==> config.mk <==
export PLATFORM = sky130hd
export DESIGN_NAME = regfile_sb
export DESIGN_NICKNAME = d
export VERILOG_FILES = /design/src/rtl/regfile_sb.sv
export SDC_FILE = /design/constraint.sdc
export NUM_CORES = 2
export LEC_CHECK = 0
export CORE_ASPECT_RATIO = 1.75
export CORE_MARGIN = 3
export CORE_UTILIZATION = 60
export CTS_BUF_LIST = sky130_fd_sc_hd__clkbuf_16
export CTS_CLUSTER_DIAMETER = 30
export CTS_CLUSTER_SIZE = 40
export DETAILED_ROUTE_END_ITERATION = 12
export GPL_ROUTABILITY_DRIVEN = 1
export PLACE_DENSITY = 0.81
export SLEW_MARGIN = 20
export SYNTH_ARGS = -nofsm -noshare
export SYNTH_HDL_FRONTEND = slang
export SYNTH_SLANG_ARGS = --single-unit
export TNS_END_PERCENT = 1
==> constraint.sdc <==
create_clock -name clk -period 4.4 [get_ports clk]
set_input_delay 0.66 -clock clk [delete_from_list [all_inputs] [get_ports clk]]
set_output_delay 0.66 -clock clk [all_outputs]
set_load 0.1 [all_outputs]
==> src/rtl/regfile_sb.sv <==
// regfile_sb: MIPS GPR file with two registered read ports, one write port, r0 hardwired to zero and a per-register busy scoreboard.
// Define REGFILE_BYPASS_EN to forward same-cycle write data (and a cleared busy bit) to the read ports.
module regfile_sb #(
    parameter int DATA_W = 32,
    parameter int ADDR_W = 5
) (
    input  logic              clk,
    input  logic              rst_n,
    input  logic [ADDR_W-1:0] readReg1,
    input  logic [ADDR_W-1:0] readReg2,
    output logic [DATA_W-1:0] readData1,
    output logic [DATA_W-1:0] readData2,
    output logic              readBusy1,
    output logic              readBusy2,
    input  logic              regWrite,
    input  logic [ADDR_W-1:0] writeReg,
    input  logic [DATA_W-1:0] writeData,
    input  logic              reserveEn,
    input  logic [ADDR_W-1:0] reserveReg,
    input  logic              flush,
    output logic              allClear
);
    localparam int unsigned NREG = 2 ** ADDR_W;

    logic [DATA_W-1:0] r_mem [NREG];
    logic [NREG-1:0]   r_busy;
    logic [NREG-1:0]   w_busy_nxt;
    logic              w_wr_en;
    logic              w_rsv_en;
    logic [DATA_W-1:0] w_rd_data1;
    logic [DATA_W-1:0] w_rd_data2;
    logic              w_rd_busy1;
    logic              w_rd_busy2;

    assign w_wr_en  = regWrite && (writeReg != '0);
    assign w_rsv_en = reserveEn && (reserveReg != '0);

    // Reserve is applied after release so a same-cycle write+reserve leaves the register busy.
    always_comb begin
        w_busy_nxt = r_busy;
        if (flush) begin
            w_busy_nxt = '0;
        end else begin
            if (w_wr_en)  w_busy_nxt[writeReg]   = 1'b0;
            if (w_rsv_en) w_busy_nxt[reserveReg] = 1'b1;
        end
        w_busy_nxt[0] = 1'b0;
    end

    always_comb begin
        w_rd_data1 = r_mem[readReg1];
        w_rd_data2 = r_mem[readReg2];
        w_rd_busy1 = r_busy[readReg1];
        w_rd_busy2 = r_busy[readReg2];
`ifdef REGFILE_BYPASS_EN
        if (w_wr_en && (readReg1 == writeReg)) begin
            w_rd_data1 = writeData;
            w_rd_busy1 = 1'b0;
        end
        if (w_wr_en && (readReg2 == writeReg)) begin
            w_rd_data2 = writeData;
            w_rd_busy2 = 1'b0;
        end
`endif
    end

    always_ff @(posedge clk or negedge rst_n) begin
        if (!rst_n) begin
            for (int unsigned i = 0; i < NREG; i++) r_mem[i] <= '0;
            r_busy    <= '0;
            readData1 <= '0;
            readData2 <= '0;
            readBusy1 <= 1'b0;
            readBusy2 <= 1'b0;
            allClear  <= 1'b1;
        end else begin
            if (w_wr_en) r_mem[writeReg] <= writeData;
            r_busy    <= w_busy_nxt;
            readData1 <= w_rd_data1;
            readData2 <= w_rd_data2;
            readBusy1 <= w_rd_busy1;
            readBusy2 <= w_rd_busy2;
            allClear  <= (w_busy_nxt == '0);
        end
    end
endmodule
==> impl_summary.log <==
[metrics] DRC marker count from the first detailed-route iteration: 3277
[metrics] Crit Reg-Reg Endpoint: allClear
[metrics] net count of the mapped netlist: roughly 3400
[metrics] global placement routability congestion: 0.887
[metrics] worst slack at placement: 0.950 ns
[metrics] arrival time reported for the critical path endpoint: 2.40 ns
[metrics] register share of total power: 40.9%
[metrics] data required time at the worst endpoint: between 3 and 4 ns
[metrics] Post-Synthesis Mean Instance Area: ~17 µm²
[metrics] full die area: 99200 µm²
[metrics] Static Leak: 27.6 nW
[metrics] clock tree from TritonCTS: built
[metrics] cell taking the most area after synthesis: dfrtp_1
[metrics] Rel. slew slack: 24.5%
[metrics] combinational family with the most area after synthesis: multiplexers
[metrics] setup tns final: 0 ns
[metrics] setup violators final: 0
[metrics] vias in the first global route: slightly below 40000
[metrics] hold wc startpoint: r_mem[1021]
[metrics] type of the worst setup path: reg -> out
[metrics] destination of the critical timing path: allClear
[metrics] post-synthesis mux area share: between 40 and 50%
[metrics] Max FO, Critical Path: 1
[metrics] worst reg-to-reg setup slack: 2.46 ns
[metrics] net switching share of the total power: 29.1%
[metrics] Hold WC Path Type: reg -> reg
[metrics] RSZ-0062 raised after global routing: no
[metrics] area share of and/or/nand/nor cells after synthesis: 0.988%
[metrics] vias after detailed routing: between 30000 and 40000
[metrics] ratio of cells with drive above 1 in the final layout: 60.7%
[metrics] fraction of the mapped netlist area in compound gates: 0.510%
[metrics] adder-cell share of the synthesized area: 0%
[metrics] effective utilization at floorplan: 60.6%
[metrics] logic gate share of total power: 21.7%
[metrics] number of cell rows: ~150
[metrics] worst vdd ir: 0.455 mV
[metrics] clock latency reported for the late side of the worst-skew pair: 0.77 ns
[metrics] Crit path largest cell delay: between 1 and 1.5 ns
[metrics] y dimension of the die: 414 µm
[metrics] Synth top area share: around 50%
[metrics] routed length on met3: 12.6 mm
[metrics] register bit count reported by yosys: between 1000 and 1500
[metrics] number of antenna violations at the first check in global routing: 7
[metrics] routed wire length per instance: 34.5 µm
[metrics] met1 layer wirelength in the final routing: 58.4 mm
[metrics] worst hold-check slack: 0.393 ns
[metrics] pin count of the biggest net entering global routing: 132
[metrics] Net count, final: 3419
[metrics] highest routing layer actually used: met5
[metrics] Int Power: 23.8 mW
[metrics] number of max-cap violations: 0
[metrics] worst-path cell with the longest stage delay: clkdlybuf4s50_1
[metrics] CP Launch Point: allClear
[metrics] design area: 64900 µm²
[metrics] number of buffers on the longest clock path: 3
[metrics] placed cell area: 59700 µm²
[metrics] io pins: 124
[metrics] global-route wire length before repair: 244 mm
[metrics] number of optimization iterations in the first detailed-route pass: 7
[metrics] Syn. warnings: 0
[metrics] Worst R2R Path Depth: 4
[metrics] Final Cycle Share: 69.6%
[metrics] total count of hold-check failures in the final report: 0
[metrics] Die X: roughly 240 µm
[metrics] number of setup buffers added after CTS: 0
[metrics] area of the mapped netlist: 57200 µm²
[metrics] largest delay contributor family on the critical path: buffers and inverters
[metrics] post-synthesis sequential area ratio: 49.1%
[metrics] Crit path buffers/inverters: 1
[metrics] commonest cells in the synthesized netlist: 1121 x dfrtp_1, 1060 x mux2_2, 658 x mux4_2
[metrics] total global routing track utilization: between 30% and 40%
[metrics] Critical Path Start Type: flop
[metrics] Final Critical Period: 3.06 ns
[metrics] leading cell type by number of instances after synthesis: dfrtp_1
[metrics] standard cell core area: 94300 µm²
[metrics] IO buf count: 123
[metrics] async set-reset flop share out of synthesis: 100%
[metrics] depth of the CTS H-tree: 4
[metrics] Setup WS post-layout: 1.34 ns
[metrics] final-report max-slew violation count: 0
[metrics] CTS Root Buffer Type: clkbuf_16
[metrics] result of the run: complete, no violations
[metrics] routed wire length on met2: roughly 80 mm
[metrics] area grow syn2layout: 13.4%
[metrics] Post-Synth XOR/XNOR Area: 0%
[metrics] part of the power in the clock network: 37.4%
[metrics] Detail Placement HPWL: 89.2 mm
[metrics] clk slew on worst S/H paths: ~0.050 ns
[metrics] count of clock tree sinks: between 1000 and 1500
[metrics] critical path, cell by cell: clkdlybuf4s50_1
[metrics] number of routed nets with antenna violations: 0
[metrics] startpoint of the worst register-to-register path: r_busy[5]
[metrics] number of cells produced by synthesis: 3382
[metrics] transition time of the tightest slew-check pin: between 1 and 1.5 ns
[metrics] cell types occupying the most area after synthesis: dfrtp_1 49%, mux4_2 26%, mux2_2 21%, clkbuf_1 1.9%, buf_1 0.60%
[metrics] Clock Skew: ~0.025 ns
[metrics] vias per cell: 7.28
[metrics] number of cells on the critical path: 1
[metrics] Max Clock Freq: 326 MHz
[metrics] aggregate global routing overflow: 0
[metrics] DRC errors left: 0
[metrics] number of synthesized flops with an enable pin: 0
[metrics] most common flop cell mapped by yosys: dfrtp_1
[metrics] switching power summed over all nets: 9.77 mW
[metrics] endpoint kind of the worst setup timing path: primary output
[metrics] power density of the placed cells: 517 nW/µm²
[metrics] routed wire length: 162 mm
[metrics] number of distinct library cells after synthesis: 41
[metrics] cts bufs inserted: 147
cells in the final DEF, fill, tap and decap left out, types with 12 or more instances in the layout:
cell and n:
dfrtp_1 1121, mux2_2 1060, mux4_2 658, clkbuf_16 152, clkdlybuf4s50_1 111, buf_4 71, buf_12 28, inv_6 23
bufinv_16 21, inv_1 17, clkinv_4 17, nor2_4 16, clkinv_1 16, clkinv_2 16, clkinvlp_4 15, nand2_1 12
how the worst min path moves through the flow:
stage | endpoint | slack, ns | depth (start not counted)
after floorplan | r_busy[10] | 0.36 | 0
after global placement | r_mem[1002] | 0.38 | 0
after detailed placement | r_mem[1021] | 0.38 | 0
after CTS | r_mem[1017] | 0.40 | 0
after global routing | r_mem[995] | 0.41 | 0
final | r_mem[1021] | 0.39 | 0
final cells by class:
cell class,count,area (µm²)
multi-input cells,1859,27800
inverters,9,33.8
fillers,5972,29400
clock inverters,121,1350
diodes,4,10.0
clock buffers,152,3800
well taps,1208,1510
flip-flops and latches,1122,28100
repair buffers,223,2350
per-layer routing:
| layer | up-vias | track usage [%] |
|---|---|---|
| met4 | 4 | 17.4 |
| met2 | 1743 | 55.3 |
| met1 | 18700 | 42.6 |
| met5 | - | 0 |
| met3 | 521 | 7.61 |
| li1 | 13200 | - |
worst register-to-register path, stage by stage, from the launching register on:
cell and delay [ns]:
dfrtp_1 0.40, a32o_1 0.27, or4_1 0.47, or4_1 0.44
nor4_2 0.27
kinds of logic after synthesis:
kind of cell / count (synthesis)
and+or+nand+nor: 103
muxes: 1718
buffers and inverters: 401
AOI/OAI and AO/OA: 38
DFF: 1122
power groups by stage:
stage                     Sequential (mW)  Combinational [mW]  Clock [mW]
final                                13.7                7.30        12.6
after detailed placement             13.8                7.29           0
after floorplan                      14.6                4.37           0
after global placement               13.5                7.02           0
after global routing                 13.9                7.66        13.1
after CTS                            13.7                7.34        12.7
sequential cells by signal (all words and copies together) (netlist names):
register / flops
r_busy: 31
readBusy1: 1
readData2: 32
readData1: 32
readBusy2: 1
allClear: 1
r_mem: 1024
through the flow:
stage | power [mW] | std cells | util (%)
floorplan | 18.9 | 3382 | -
global placement | 20.5 | 4420 | 63.3
detailed placement | 21.1 | 4420 | 63.3
CTS | 33.7 | 4694 | 68.8
global route | 34.7 | 4695 | 68.8
finish | 33.6 | 4698 | 68.8
repair_timing:
action / 4_1_cts / 5_1_grt
resized for setup: 0 / 0
hold buffers: 1 / 0
hold endpoints to repair: 48 / 0
Power figures use the tool's default switching activity.
